## config.mk

```make
export PLATFORM = sky130hd
export DESIGN_NAME = card_dealer
export DESIGN_NICKNAME = d
export VERILOG_FILES = /design/src/rtl/card_pkg.sv /design/src/rtl/card_counter.sv /design/src/rtl/card_dealer.sv
export SDC_FILE = /design/constraint.sdc
export NUM_CORES = 1
export LEC_CHECK = 0
export CAP_MARGIN = 0
export CORE_MARGIN = 2
export CORE_UTILIZATION = 55
export DETAILED_ROUTE_END_ITERATION = 8
export PLACE_DENSITY = 0.83
export SLEW_MARGIN = 15
export SYNTH_ARGS = -nofsm -noshare
export SYNTH_HDL_FRONTEND = slang
export SYNTH_SLANG_ARGS = --single-unit
```

## constraint.sdc

```tcl
create_clock -name clock -period 3.3 [get_ports clock]
set_input_delay 0.33 -clock clock [delete_from_list [all_inputs] [get_ports clock]]
set_output_delay 0.33 -clock clock [all_outputs]
set_load 0.005 [all_outputs]
```

## src/rtl/card_pkg.sv

```systemverilog
// Shared types and constants for the card dealer block.
// The optional baccarat score output is enabled by defining CARD_DEALER_SCORE_EN.
package card_pkg;

    typedef logic [3:0] card_t;

    localparam card_t CARD_NONE = 4'd0;
    localparam card_t CARD_ACE  = 4'd1;
    localparam card_t CARD_KING = 4'd13;
    localparam int    HAND_SIZE = 3;

    typedef enum logic [1:0] {
        IDLE    = 2'd0,
        DELIVER = 2'd1,
        FULL    = 2'd2
    } state_e;

    // Baccarat points: aces and pips count face value; ten and court cards count zero.
    function automatic logic [3:0] card_points(input card_t c);
        return ((c >= CARD_ACE) && (c <= 4'd9)) ? c : 4'd0;
    endfunction

    // Reduce a three-card point sum (0..27) modulo 10.
    function automatic logic [3:0] mod10(input logic [4:0] s);
        logic [4:0] r;
        if (s >= 5'd20) begin
            r = s - 5'd20;
        end else if (s >= 5'd10) begin
            r = s - 5'd10;
        end else begin
            r = s;
        end
        return r[3:0];
    endfunction

endpackage

```

## src/rtl/card_counter.sv

```systemverilog
// Free-running 1..13 card value counter; loads START_VALUE on reset and wraps
// from king back to ace. It is the randomness source for the dealer.
module card_counter
    import card_pkg::*;
#(
    parameter int START_VALUE = 1
) (
    input  logic       clock,
    input  logic       resetb,
    output logic [3:0] value
);

    card_t value_q;
    card_t value_d;

    // Next value: wrap king to ace, otherwise increment.
    always_comb begin
        value_d = (value_q == CARD_KING) ? CARD_ACE : value_q + 4'd1;
    end

    // Counter register, asynchronously loaded with the start value.
    // NOTE: sequential state is always assigned with <= so every register samples pre-edge values.
    always_ff @(posedge clock or negedge resetb) begin
        if (!resetb) begin
            value_q <= card_t'(START_VALUE);
        end else begin
            value_q <= value_d;
        end
    end

    assign value = value_q;

endmodule

```

## src/rtl/card_dealer.sv

```systemverilog
// Card dealer: deals counter values into a three-slot hand, one card per request,
// with a one-cycle DELIVER gap between deals and a FULL state once the hand is full.
// Define CARD_DEALER_SCORE_EN to add the registered baccarat score output.
module card_dealer
    import card_pkg::*;
#(
    parameter int START_VALUE = 1
) (
    input  logic       clock,
    input  logic       resetb,
    input  logic       deal_req,
    input  logic       hand_clr,
    output logic [3:0] card,
    output logic       card_valid,
    output logic [1:0] card_idx,
    output logic [3:0] hand0,
    output logic [3:0] hand1,
    output logic [3:0] hand2,
    output logic       hand_full
`ifdef CARD_DEALER_SCORE_EN
    ,
    output logic [3:0] score
`endif
);

    card_t  cnt;

    state_e state_q,      state_d;
    logic   [1:0] idx_q,  idx_d;
    card_t  card_q,       card_d;
    logic   card_valid_q, card_valid_d;
    logic   [1:0] card_idx_q, card_idx_d;
    card_t  hand_q [HAND_SIZE];
    card_t  hand_d [HAND_SIZE];
`ifdef CARD_DEALER_SCORE_EN
    logic   [3:0] score_q, score_d;
    logic   [4:0] points_sum;
`endif

    card_counter #(
        .START_VALUE (START_VALUE)
    ) u_counter (
        .clock  (clock),
        .resetb (resetb),
        .value  (cnt)
    );

    // Next-state and datapath: clear wins, IDLE deals, DELIVER waits one cycle.
    // NOTE: every variable gets a default before any branch, so no latch can be inferred.
    always_comb begin
        state_d      = state_q;
        idx_d        = idx_q;
        card_d       = card_q;
        card_valid_d = 1'b0;
        card_idx_d   = card_idx_q;
        hand_d       = hand_q;

        if (hand_clr) begin
            state_d = IDLE;
            idx_d   = 2'd0;
            card_d  = CARD_NONE;
            for (int i = 0; i < HAND_SIZE; i++) begin
                hand_d[i] = CARD_NONE;
            end
        end else begin
            unique case (state_q)
                IDLE: begin
                    if (deal_req) begin
                        card_d       = cnt;
                        card_idx_d   = idx_q;
                        card_valid_d = 1'b1;
                        idx_d        = idx_q + 2'd1;
                        state_d      = DELIVER;
                        for (int i = 0; i < HAND_SIZE; i++) begin
                            if (idx_q == 2'(i)) begin
                                hand_d[i] = cnt;
                            end
                        end
                    end
                end
                DELIVER: begin
                    state_d = (idx_q == 2'(HAND_SIZE)) ? FULL : IDLE;
                end
                FULL: begin
                    state_d = FULL;
                end
                default: begin
                    state_d = IDLE;
                end
            endcase
        end

`ifdef CARD_DEALER_SCORE_EN
        points_sum = 5'(card_points(hand_d[0])) + 5'(card_points(hand_d[1]))
                   + 5'(card_points(hand_d[2]));
        score_d    = mod10(points_sum);
`endif
    end

    // State, hand and output registers; the hand is only three registers, so it is reset.
    always_ff @(posedge clock or negedge resetb) begin
        if (!resetb) begin
            state_q      <= IDLE;
            idx_q        <= 2'd0;
            card_q       <= CARD_NONE;
            card_valid_q <= 1'b0;
            card_idx_q   <= 2'd0;
            for (int i = 0; i < HAND_SIZE; i++) begin
                hand_q[i] <= CARD_NONE;
            end
`ifdef CARD_DEALER_SCORE_EN
            score_q      <= 4'd0;
`endif
        end else begin
            state_q      <= state_d;
            idx_q        <= idx_d;
            card_q       <= card_d;
            card_valid_q <= card_valid_d;
            card_idx_q   <= card_idx_d;
            hand_q       <= hand_d;
`ifdef CARD_DEALER_SCORE_EN
            score_q      <= score_d;
`endif
        end
    end

    assign card       = card_q;
    assign card_valid = card_valid_q;
    assign card_idx   = card_idx_q;
    assign hand0      = hand_q[0];
    assign hand1      = hand_q[1];
    assign hand2      = hand_q[2];
    assign hand_full  = (state_q == FULL);
`ifdef CARD_DEALER_SCORE_EN
    assign score      = score_q;
`endif

endmodule

```

==> flow_summary.ini <==
[detailed_routing]
drt_wl_total_um = 2270
ant_nets = 0
drt_iter0_markers = 19
dr_total_vias = 806
routed_via_density = 5.20
drc = 0
dr.pass1.iters = 3
wl_per_cell_um = 14.6

[worst_setup_path]
slowest_delay_ns = 0.53
required_ns = 2.97
path_buf_inv = 2
r2r_cells = 2
crit_cells = 3
reg2reg_to = card_idx[1]$_DFFE_PN0P_
crit-reg2reg-launch = state_q[1]$_DFFE_PN0P_
path_cells = nand2b_1 -> inv_1 -> clkdlybuf4s50_1
endpoint_kind = primary output
r2r_setup_slack_ns = 1.92
crit_type = register to primary output
worstSetupStartpointType = register
crit_family = buffers and inverters
critPathArrivalTime_ns = 1.62
crit_path_top_delay_cell = dfrtp_1
crit_fanout = 10

[power_and_ir_drop]
power_uw = 588
irDropWorstVdd_v = 0.000239
leakage_uw = 0.000744
power.density_nw_per_um2 = 373

[floorplan]
rows = 17
fp.dieW_um = 52.7
start_util_pct = 58.4
die_height_um = 52.7
num_io_pins = 24
coreArea_um2 = 2230
die-area_um2 = 2780

[finish]
design_area_um2 = 1580
final_util_pct = 70.6
insertedDiodeCount = 0
finalNetCount = 136
drive_gt1_share_pct = 6.30
syn_to_final_growth_pct = 20.8

[cts]
clk_pin_slew_ns = 0.15
post_cts_buffers = 0
postCtsResizedCells = 0
cts_tree = done
clock_latency_ns = 0.32
cts_hold_buf = 0
clk_path_buf_depth = 2
h-tree-depth = 1
cts_root_buf = clkbuf_4
numCtsBuffers = 3
clock-sinks = 27

[synthesis]
synth_top_cell_area_share_pct = 49.9
ys.flop_type = dfrtp_1
async_flop_share_pct = 100
synth_cell_types = 25
yosysTopAreaCell = dfrtp_1
synth_warnings = 0
synth_area_um2 = 1310
syn_avg_cell_area_um2 = 12.4
ys_top_cells_by_area = dfrtp_1, mux2i_1, nand2b_1
syn_nets = 113
syn_inst = 105
yosysSeqAreaShare_pct = 51.9
synth-edff-count = 0
yosysMostFrequentCell = dfrtp_1
yosys_register_bits = 27
synthTopCellsByCount = dfrtp_1, nand2b_1, mux2i_1

[timing]
fin_crit_sh_pct = 59.1
fmax_mhz = 513
drv_slew = 0
slew_headroom_pct = 49.2
max_slew.worst_pin.slew_ns = 0.760
rsz0062_at_grt = false
setup_violations = 0
fin_skew_ns = 0.00664
fin_crit_ns = 1.95
setup_tns_ns = 0
hold_viol_final = 0

[hold_path]
hp-class = input port to async pin

[global_routing]
overflow = 0
grt_max_degree = 28
antenna_found_initial = 0
grt_pass1_wl_um = 3830
globalRouteTotalUtil_pct = 19.3
grt_pass1_vias = 832

[status]
status = complete, no violations

[placed_design]
placedInstanceArea_um2 = 1550
place_congestion = 0.721
dp_hpwl_um = 1570
portBuffers = 23

[run]
cap_violations = 0
-- flip-flops by register name, indices dropped and copies added (netlist names) --
signal           cells
card                 4
card_idx             2
card_valid           1
hand0                4
hand1                4
hand2                4
idx_q                2
state_q              2
u_counter.value      4
-- how the worst max path moves through the flow --
stage / startpoint / to / slack [ns]
after global placement: hand_clr / card_idx[1]$_DFFE_PN0P_ / 1.27
after detailed placement: hand_clr / card_idx[1]$_DFFE_PN0P_ / 1.21
final: state_q[0]$_DFFE_PN0P_ / hand_full / 1.35
after CTS: state_q[0]$_DFFE_PN0P_ / hand_full / 1.35
after floorplan: state_q[0]$_DFFE_PN0P_ / card_idx[0]$_DFFE_PN0P_ / 2.05
after global routing: state_q[0]$_DFFE_PN0P_ / hand_full / 1.28
-- where the power goes --
group          internal [uW]  total [uW]  switching, uW
combinational           50.3        86.5           36.2
sequential               346         358           12.3
clock                   47.2         143           95.7
-- layout by cell type (no fill, tap or decap), drive strengths merged --
master	count
or3b	1
dfstp	1
nor4b	2
o2bb2ai	1
nand4bb	3
clkdlybuf4s50	23
mux2	3
nand2	3
a21bo	1
and4bb	1
nor2b	1
a21oi	1
nand3b	1
nand2b	24
nor2	1
clkbuf	4
buf	1
ha	4
mux2i	19
inv	3
o21a	1
dfrtp	26
o21ai	1
nor3b	1
-- metal layers --
layer / vias to the layer above / wire length (um) / track usage [%]
met2: 16 / 1090 / 31.5
li1: 397 / - / -
met3: 2 / 74 / 3.14
met5: - / 0 / 0
met1: 391 / 1090 / 26.0
met4: 0 / 16 / 6.41
-- per-stage QoR --
stage	hold slack, ns	setup WS [ns]	cells
floorplan	0.0344	2.05	105
global placement	0.474	1.27	151
detailed placement	0.479	1.21	151
CTS	0.372	1.35	155
global route	0.410	1.28	155
finish	0.360	1.35	155
-- kinds of logic after synthesis --
group | synth area share (%)
buf+inv | 2.97
compound gates | 2.78
flops | 51.9
mux | 17.2
fa+ha+maj | 3.84
simple gates | 21.4
-- final cells by class --
cell class              count  area (um2)
fillers                   177         657
clock buffers               4        26.3
repair buffers             24         238
flip-flops and latches     27         677
inverters                   3        11.3
multi-input cells          69         589
well taps                  28        35.0
(Power assumes the default switching activity.)
